$ cat config.mk
export PLATFORM = sky130hd
export DESIGN_NAME = hazard_scoreboard
export DESIGN_NICKNAME = d
export VERILOG_FILES = /design/src/rtl/hazard_scoreboard.sv
export SDC_FILE = /design/constraint.sdc
export NUM_CORES = 1
export LEC_CHECK = 0
export BUFFER_PORTS_ARGS = -buffer_cell sky130_fd_sc_hd__buf_4
export CAP_MARGIN = 30
export CORE_MARGIN = 2
export CORE_UTILIZATION = 60
export DETAILED_ROUTE_END_ITERATION = 10
export GPL_TIMING_DRIVEN = 0
export PLACE_DENSITY = 0.79
export REMOVE_ABC_BUFFERS = 1
export SKIP_LAST_GASP = 1
export SLEW_MARGIN = 20
export SYNTH_ARGS = -nofsm -noshare
export SYNTH_HDL_FRONTEND = slang
export SYNTH_SLANG_ARGS = --single-unit
$ cat constraint.sdc
create_clock -name clock_i -period 4.9 [get_ports clock_i]
set_clock_uncertainty 0.15 [all_clocks]
set_input_delay 1.225 -clock clock_i [delete_from_list [all_inputs] [get_ports clock_i]]
set_output_delay 1.225 -clock clock_i [all_outputs]
set_load 0.1 [all_outputs]
$ cat src/rtl/hazard_scoreboard.sv
// hazard_scoreboard: issue-side RAW/WAW hazard tracker for the register-file
// read stage. It keeps one busy bit and one latency countdown per register
// x1..x31. Issue is stalled while a source or destination result is still in
// flight. An operand is flagged as forwardable once its countdown reaches zero.
// A drain (fence) mode holds issue until every entry has been cleared.
//
// Optional feature: define SCOREBOARD_STATS_EN to add the stall_cycles_o and
// raw_stalls_o performance counters.
//
// Ports:
//   clock_i, reset_i          clock, synchronous active-high reset
//   issue_*_i                 instruction presented for issue (sources, dest, latency)
//   wb_valid_i, wb_rd_i       writeback clearing an entry
//   flush_i                   squash all in-flight entries
//   drain_req_i               request fence mode
//   stall_o                   issue blocked this cycle (combinational)
//   fwd_rs1_o, fwd_rs2_o      operand pending but ready in bypass (combinational)
//   drain_done_o              drain complete (combinational, one cycle)
//   busy_mask_o               registered busy bits, bit 0 always 0
//   stall_cycles_o, raw_stalls_o  (SCOREBOARD_STATS_EN only) wrapping counters
module hazard_scoreboard #(
  parameter int LAT_W = 3
) (
  input  logic             clock_i,
  input  logic             reset_i,
  input  logic             issue_valid_i,
  input  logic [4:0]       issue_rs1_i,
  input  logic             issue_use_rs1_i,
  input  logic [4:0]       issue_rs2_i,
  input  logic             issue_use_rs2_i,
  input  logic             issue_write_rd_i,
  input  logic [4:0]       issue_rd_i,
  input  logic [LAT_W-1:0] issue_latency_i,
  input  logic             wb_valid_i,
  input  logic [4:0]       wb_rd_i,
  input  logic             flush_i,
  input  logic             drain_req_i,
  output logic             stall_o,
  output logic             fwd_rs1_o,
  output logic             fwd_rs2_o,
  output logic             drain_done_o,
  output logic [31:0]      busy_mask_o
`ifdef SCOREBOARD_STATS_EN
  ,
  output logic [31:0]      stall_cycles_o,
  output logic [31:0]      raw_stalls_o
`endif
);

  typedef enum logic {RUN, DRAIN} state_e;

  state_e                  state_q, state_d;
  logic [31:0]             busy_q, busy_d;
  logic [31:0][LAT_W-1:0]  cnt_q, cnt_d;

  logic raw1, raw2, waw, stall_int, accept, empty;

  // An entry only blocks while its countdown is non-zero. At zero the result
  // already sits in the bypass network, so dependents forward instead.
  always_comb begin
    raw1      = issue_use_rs1_i && (issue_rs1_i != 5'd0) && busy_q[issue_rs1_i] &&
                (cnt_q[issue_rs1_i] != '0);
    raw2      = issue_use_rs2_i && (issue_rs2_i != 5'd0) && busy_q[issue_rs2_i] &&
                (cnt_q[issue_rs2_i] != '0);
    waw       = issue_write_rd_i && (issue_rd_i != 5'd0) && busy_q[issue_rd_i] &&
                (cnt_q[issue_rd_i] != '0);
    stall_int = issue_valid_i && (raw1 || raw2 || waw || (state_q == DRAIN));
    accept    = issue_valid_i && !stall_int && !flush_i;
    empty     = (busy_q == 32'd0);

    stall_o      = !reset_i && stall_int;
    fwd_rs1_o    = !reset_i && issue_valid_i && issue_use_rs1_i && (issue_rs1_i != 5'd0) &&
                   busy_q[issue_rs1_i] && (cnt_q[issue_rs1_i] == '0);
    fwd_rs2_o    = !reset_i && issue_valid_i && issue_use_rs2_i && (issue_rs2_i != 5'd0) &&
                   busy_q[issue_rs2_i] && (cnt_q[issue_rs2_i] == '0);
    drain_done_o = !reset_i && (state_q == DRAIN) && empty;
    busy_mask_o  = reset_i ? 32'd0 : busy_q;
  end

  // Per-register next state. A new issue overrides a same-cycle writeback to the
  // same tag because the writeback belongs to the older producer.
  always_comb begin
    busy_d = busy_q;
    cnt_d  = cnt_q;
    for (int r = 1; r < 32; r++) begin
      if (flush_i) begin
        busy_d[r] = 1'b0;
        cnt_d[r]  = '0;
      end else if (accept && issue_write_rd_i && (issue_rd_i == 5'(r))) begin
        busy_d[r] = 1'b1;
        cnt_d[r]  = issue_latency_i;
      end else if (wb_valid_i && (wb_rd_i == 5'(r))) begin
        busy_d[r] = 1'b0;
        cnt_d[r]  = '0;
      end else if (cnt_q[r] != '0) begin
        cnt_d[r]  = cnt_q[r] - 1'b1;
      end
    end
    busy_d[0] = 1'b0;
    cnt_d[0]  = '0;
  end

  always_comb begin
    state_d = state_q;
    case (state_q)
      RUN:     if (drain_req_i && !flush_i) state_d = DRAIN;
      DRAIN:   if (empty) state_d = RUN;
      default: state_d = RUN;
    endcase
  end

  always_ff @(posedge clock_i) begin
    if (reset_i) begin
      state_q <= RUN;
      busy_q  <= '0;
      cnt_q   <= '0;
    end else begin
      state_q <= state_d;
      busy_q  <= busy_d;
      cnt_q   <= cnt_d;
    end
  end

`ifdef SCOREBOARD_STATS_EN
  logic [31:0] stall_cycles_q, raw_stalls_q;

  // The counters survive a flush. Only reset clears them.
  always_ff @(posedge clock_i) begin
    if (reset_i) begin
      stall_cycles_q <= '0;
      raw_stalls_q   <= '0;
    end else begin
      if (stall_int) stall_cycles_q <= stall_cycles_q + 32'd1;
      if ((raw1 || raw2) && issue_valid_i && (state_q == RUN))
        raw_stalls_q <= raw_stalls_q + 32'd1;
    end
  end

  assign stall_cycles_o = stall_cycles_q;
  assign raw_stalls_o   = raw_stalls_q;
`endif

endmodule

==> flow_summary_export.csv, run 1 <==
group,metric,value,unit
global_routing,antenna_found_initial,0,
floorplan,num_rows,47,
floorplan,core_area,0.0163,mm^2
routing,ant_nets,0,
logic_synthesis,netlist_area,0.00993,mm^2
setup_path,r2r-start,"busy_q[31]",
flow_run,drv_cap,0,
logic_synthesis,yosys.area_share.simple,23.7,%
outcome,status,"finished with violations",
power_and_ir_drop,leakagePower,4.38,nW
floorplan,die_area,0.0176,mm^2
floorplan,start_util,60.7,%
routing,dr.pass1.iters,7,
global_routing,grt_util_all_layers,33.7,%
power_and_ir_drop,powerDensity,239,mW/mm^2
setup_path,r2r-end,"cnt_q[84]",
final_layout,n_fill_cell,1295,
global_routing,grt_max_degree,38,
logic_synthesis,synth_edf_count,0,
outcome,violations,"setup timing",
final_layout,nNetsFinal,1253,
clock_network,cts_tree,"yes",
floorplan,pin_count,68,
timing,tns,-1.20,ps
final_layout,drive_gt1_share,19.2,%
timing,worst_pin_slew,1070,ps
global_routing,globalRoute.totalOverflow,0,
routing,wl,29.4,mm
logic_synthesis,yosysTopAreaCell,"dfxtp_1",
clock_network,cts_root_buf,"clkbuf_16",
timing,period_needed,4900,ps
clock_network,clk_pin_slew,50,ps
floorplan,die_width,133,um
clock_network,clock_latency,430,ps
clock_network,htreeDepth,4,
placement,dp_hpwl,20.3,mm
setup_path,rrSetupSlack,1440,ps
clock_network,cts_buffers,17,
setup_path,crit_type,"in -> out",
logic_synthesis,synth_fa_ha_area_share,7.81,%
routing,drt_iter0_markers,1348,
power_and_ir_drop,vdd_ir_drop_max,0.266,mV
routing,drc,0,
timing,setup_slack,-1.20,ps
worst_hold_path,min-delay-start,"busy_q[12]",
logic_synthesis,seq_area_frac_synth,25.2,%
logic_synthesis,synthTopCellsByArea,"dfxtp_1 (25%), mux4_2 (9.8%), mux2i_1 (9.5%)",
timing,max_freq,204,MHz
setup_path,cp.required,3520,ps
setup_path,critPathArrivalTime,3530,ps
routing,num_vias,9115,
logic_synthesis,synth_top_family_by_area,"simple AND/OR/NAND/NOR gates",
final_layout,diodes,0,
logic_synthesis,synthCells,1125,
routing,vias_per_cell,6.56,
placement,place_congestion,0.949,
logic_synthesis,synthDistinctLibCells,71,
final_layout,area_growth,13.6,%
logic_synthesis,yosys_register_bits,125,
timing,hold_viol,0,
logic_synthesis,synthArstFlopShare,0,%
placement,placed_cell_area,0.0105,mm^2
placement,pre_cts_ws,-1050,ps
global_routing,grt_pass1_vias,8715,
logic_synthesis,syn_area_per_cell,8.82,um^2
timing,setup_viol,1,
logic_synthesis,synth_compound_area_share,11.9,%
setup_path,start_kind,"input pin",
logic_synthesis,ys.flop_type,"dfxtp_1",
final_layout,fin_area,0.0113,mm^2
logic_synthesis,synth_xor_xnor_area_share,2.74,%
timing,max-slew-margin-rel,28.3,%
floorplan,dieHeight,133,um
worst_hold_path,whs_path_depth,2,
timing,fin_crit_sh,100,%
clock_network,cts_buffer_depth,2,
worst_hold_path,hold_path.class,"reg -> reg",
logic_synthesis,yosys_warnings,0,
setup_path,end_kind,"output port",
timing,finalMaxSlewViolations,0,
setup_path,path_max_fanout,17,
worst_hold_path,worstHoldEndpoint,"busy_q[12]",
setup_path,reg2regPathDepth,10,
clock_network,cts_sinks,125,
logic_synthesis,synth_mux_area_share,22.1,%
routing,wl_per_cell,21.2,um
placement,numPortBuffers,66,
global_routing,grt_pass1_wl,46.3,mm
logic_synthesis,synth_top_area_share,25.2,%
## area by class of cell
cell class	instances	area (um^2)	area share, %
clock buffer	21	460	4.08
inverter	83	315	2.80
clock inverter	8	70.1	0.622
tap	220	275	2.44
multi-input combinational	849	6830	60.6
sequential	125	2500	22.2
timing repair buffer	83	816	7.24
## power by group
group | switching, mW | leakage (nW) | total, mW | internal, mW
clock | 0.466 | 0.260 | 1.17 | 0.709
sequential | 0.0243 | 1.01 | 1.06 | 1.04
combinational | 0.276 | 3.11 | 0.459 | 0.183
total | 0.767 | 4.38 | 2.70 | 1.93
## critical path, stage by stage
cell,delay (ps)
bufbuf_16,280
a31o_2,240
mux4_2,520
a32o_1,310
a21o_2,210
o2111a_2,190
buf_16,140
a21oi_4,200
buf_12,200
## cell usage in the layout, fill, tap and decap left out, types with 41 or more instances in the layout
master   count
inv_1       82
dfxtp_1    125
mux2i_1     94
ha_1        62
nor2_1      44
a21oi_1     49
nor2b_1     41
nand2_1    138
buf_4       68
nand3_1     49
mux4_2      45
## Yosys cell counts, drive strengths merged (3+ instances only)
| library cell | count |
|---|---|
| nand4 | 3 |
| nor2 | 46 |
| clkbuf | 37 |
| mux2 | 21 |
| xnor2 | 31 |
| or3 | 5 |
| nor3b | 5 |
| nor2b | 42 |
| nand2 | 141 |
| buf | 31 |
| a21o | 4 |
| nand3 | 68 |
| mux2i | 94 |
| and3 | 8 |
| a221oi | 3 |
| dfxtp | 125 |
| ha | 62 |
| a21boi | 6 |
| nand2b | 24 |
| inv | 83 |
| and2 | 7 |
| o311ai | 3 |
| o21ai | 34 |
| mux4 | 45 |
| a31oi | 5 |
| a21oi | 50 |
| o2111ai | 4 |
| nor3 | 40 |
| o211ai | 18 |
| a211oi | 10 |
| nor4 | 15 |
| o31ai | 3 |
| o21a | 11 |
## what timing repair did
action,4_1_cts,5_1_grt
buffers inserted,5,4
cloned,1,0
hold buffers,0,0
setup endpoints to repair,2,2
gates resized for setup,29,8
pin swaps,1,1
## sequential cells by signal, indices dropped and copies added, names as in the netlist
register,flops
busy_q,31
cnt_q,93
state_q,1
## worst max-delay path by stage
stage | slack [ps] | startpoint | endpoint | cells after the start
after floorplan | -1020 | issue_rs1_i[1] | stall_o | 6
after global placement | -2660 | reset_i | cnt_q[89] | 4
after detailed placement | -1050 | issue_rd_i[0] | stall_o | 10
after CTS | 0.3 | issue_rs2_i[2] | stall_o | 9
after global routing | -4 | issue_rs1_i[1] | stall_o | 9
final | -1 | issue_rs1_i[1] | stall_o | 9
## routing by layer
metal / wire (um) / track usage [%] / vias up
li1: - / - / 4089
met1: 11800 / 44.7 / 4302
met2: 13100 / 52.1 / 582
met3: 2880 / 6.74 / 142
met4: 1570 / 17.8 / 0
met5: 0 / 0 / -
## logic make-up (layout without fill, tap and decap cells)
group                    after synthesis  count (layout)
adder cells (fa/ha/maj)               62              62
AO/OA/AOI/OAI                        175             175
XOR/XNOR                              31              31
multiplexers                         160             160
other                                  1               1
buffers and inverters                151             195
flip-flops                           125             125
AND/OR/NAND/NOR                      420             420
## stage by stage
stage | total power, mW | util [%] | cells | hold slack, ps
2_1_floorplan | 1.34 | - | 1057 | 322
4_1_cts | 2.67 | 68.5 | 1383 | 369
3_5_place_dp | 1.50 | 64.2 | 1348 | 361
6_report | 2.70 | 69.0 | 1389 | 368
5_1_grt | 2.78 | 69.0 | 1389 | 410
3_3_place_gp | 1.48 | 63.4 | 1343 | 347
No activity file was read; power rests on OpenSTA's default activity.
==> inputs of run 2 (changes only) <==
CORE_ASPECT_RATIO = 0.9   (was default)
==> flow_summary_export.csv, run 2 (same netlist as run 1, synthesis figures left out) <==
group,metric,value,unit
clock_network,clock_latency,440,ps
final_layout,layout_common_cells,"nand2_1 (138), dfxtp_1 (125), mux2i_1 (94), inv_1 (82), buf_4 (65)",
floorplan,dieHeight,126,um
final_layout,diodes,0,
routing,vias_per_cell,6.55,
outcome,status,"finished with violations",
global_routing,grt_pass1_vias,8703,
global_routing,antenna_found_initial,0,
timing,max-slew-margin-rel,31.4,%
timing,setup_slack,-2.19,ps
power_and_ir_drop,total_power,2.76,mW
routing,drt_iter0_markers,976,
power_and_ir_drop,p_int,1.97,mW
timing,hold_viol,0,
setup_path,cp.required,3520,ps
final_layout,nNetsFinal,1254,
setup_path,path_max_fanout,20,
clock_network,cts_buffers,17,
routing,wl,29.8,mm
setup_path,cpPeakStageDelay,540,ps
routing,wl_per_cell,21.6,um
setup_path,start_kind,"input pin",
flow_run,drv_cap,0,
final_layout,utilization,70.1,%
placement,numPortBuffers,66,
floorplan,start_util,61.3,%
power_and_ir_drop,power_frac_comb,16.8,%
clock_network,clk_pin_slew,60,ps
routing,drc,0,
clock_network,cts_root_buf,"clkbuf_16",
timing,period_needed,4900,ps
global_routing,grt_pass1_wl,46.7,mm
final_layout,largest_reg_flops,93,
global_routing,grt_util_all_layers,34.0,%
floorplan,die_area,0.0176,mm^2
timing,max_freq,204,MHz
routing,dr.pass1.iters,6,
worst_hold_path,whs_path_depth,2,
power_and_ir_drop,swShare,28.6,%
floorplan,core_area,0.0162,mm^2
setup_path,reg2regPathDepth,10,
timing,tns,-2.19,ps
floorplan,pin_count,68,
power_and_ir_drop,clkPwrFrac,44.7,%
routing,num_vias,9033,
global_routing,globalRoute.totalOverflow,0,
timing,fin_crit_sh,100,%
setup_path,critPathArrivalTime,3530,ps
global_routing,grt_max_degree,38,
final_layout,area_growth,14.4,%
timing,finalMaxSlewViolations,0,
power_and_ir_drop,p_seq_share,38.5,%
setup_path,crit_type,"in -> out",
clock_network,htreeDepth,4,
final_layout,top_regs,"cnt_q (93), busy_q (31), state_q (1)",
setup_path,crit_path_top_delay_cell,"mux4_2",
power_and_ir_drop,leakagePower,4.41,nW
clock_network,cts_buffer_depth,2,
clock_network,cts_tree,"yes",
timing,worst_pin_slew,1020,ps
worst_hold_path,hold_path.class,"reg -> reg",
timing,setup_viol,1,
power_and_ir_drop,netSwitchingPower,0.790,mW
placement,pre_cts_ws,-1010,ps
floorplan,num_rows,44,
setup_path,crit_chain,"buf_6 -> mux4_2 -> mux2_2 -> o21ai_1 -> a2bb2oi_2 -> o2111a_2 -> buf_16 -> a21oi_4 -> buf_12",
placement,dp_hpwl,20.4,mm
power_and_ir_drop,powerDensity,243,mW/mm^2
power_and_ir_drop,vdd_ir_drop_max,0.254,mV
setup_path,end_kind,"output port",
final_layout,drive_gt1_share,19.6,%
routing,ant_nets,0,
outcome,violations,"setup timing",
final_layout,final_common_cell,"nand2_1",
clock_network,cts_sinks,125,
placement,place_congestion,0.998,
timing,rsz0062_at_grt,"true",
final_layout,regMostFlops,"cnt_q",
floorplan,die_width,140,um
run 2: changes by cell type in the layout (fill, tap and decap cells not counted), sizes merged:
cell      delta
clkbuf       +1
clkinvlp     +4
clkinv       -2
run 2: through the flow:
step	cell area (um^2)	hold WS [ps]	cells
global placement	10300	340	1330
finish	11400	380	1379
floorplan	9590	322	1057
detailed placement	10500	359	1338
global route	11400	400	1379
CTS	11300	375	1374
run 2: worst max-delay path, delay by kind of cell:
family | cells | cell delay, ps
compound gates | 4 | 960
buf+inv | 3 | 510
mux | 2 | 810
run 2: path summary, 6_finish.rpt:
kind                  startpoint        end  slack [ps]
setup / recovery  issue_rs2_i[0]    stall_o          -2
hold / removal           state_q    state_q         380
setup reg to reg      busy_q[24]  cnt_q[84]        1410
hold reg to reg          state_q    state_q         380
run 2: area by class of cell:
cell class	count	area [um^2]
clock buffers	21	480
clock inverters	10	90.1
fillers	1193	4830
inverters	83	315
multi-input cells	849	6850
flip-flops and latches	125	2500
well taps	207	259
repair buffers	84	861
run 2: what timing repair did:
action,CTS,global route
buffers inserted,4,3
setup endpoints to repair,2,2
resized for setup,30,8
cloned,1,1
pin swaps,1,3
hold buffers,0,0
run 2: routing by layer:
| layer | wire (um) | track usage (%) |
|---|---|---|
| met5 | 0 | 0 |
| met4 | 1180 | 14.4 |
| met3 | 3510 | 9.39 |
| met2 | 13300 | 52.5 |
| met1 | 11800 | 45.2 |
run 2: power groups by stage:
stage	logic (mW)	registers [mW]	clock network, mW
after global routing	0.501	1.06	1.28
after floorplan	0.267	1.08	0
after CTS	0.446	1.06	1.23
final	0.463	1.06	1.23
after detailed placement	0.423	1.08	0
after global placement	0.400	1.08	0
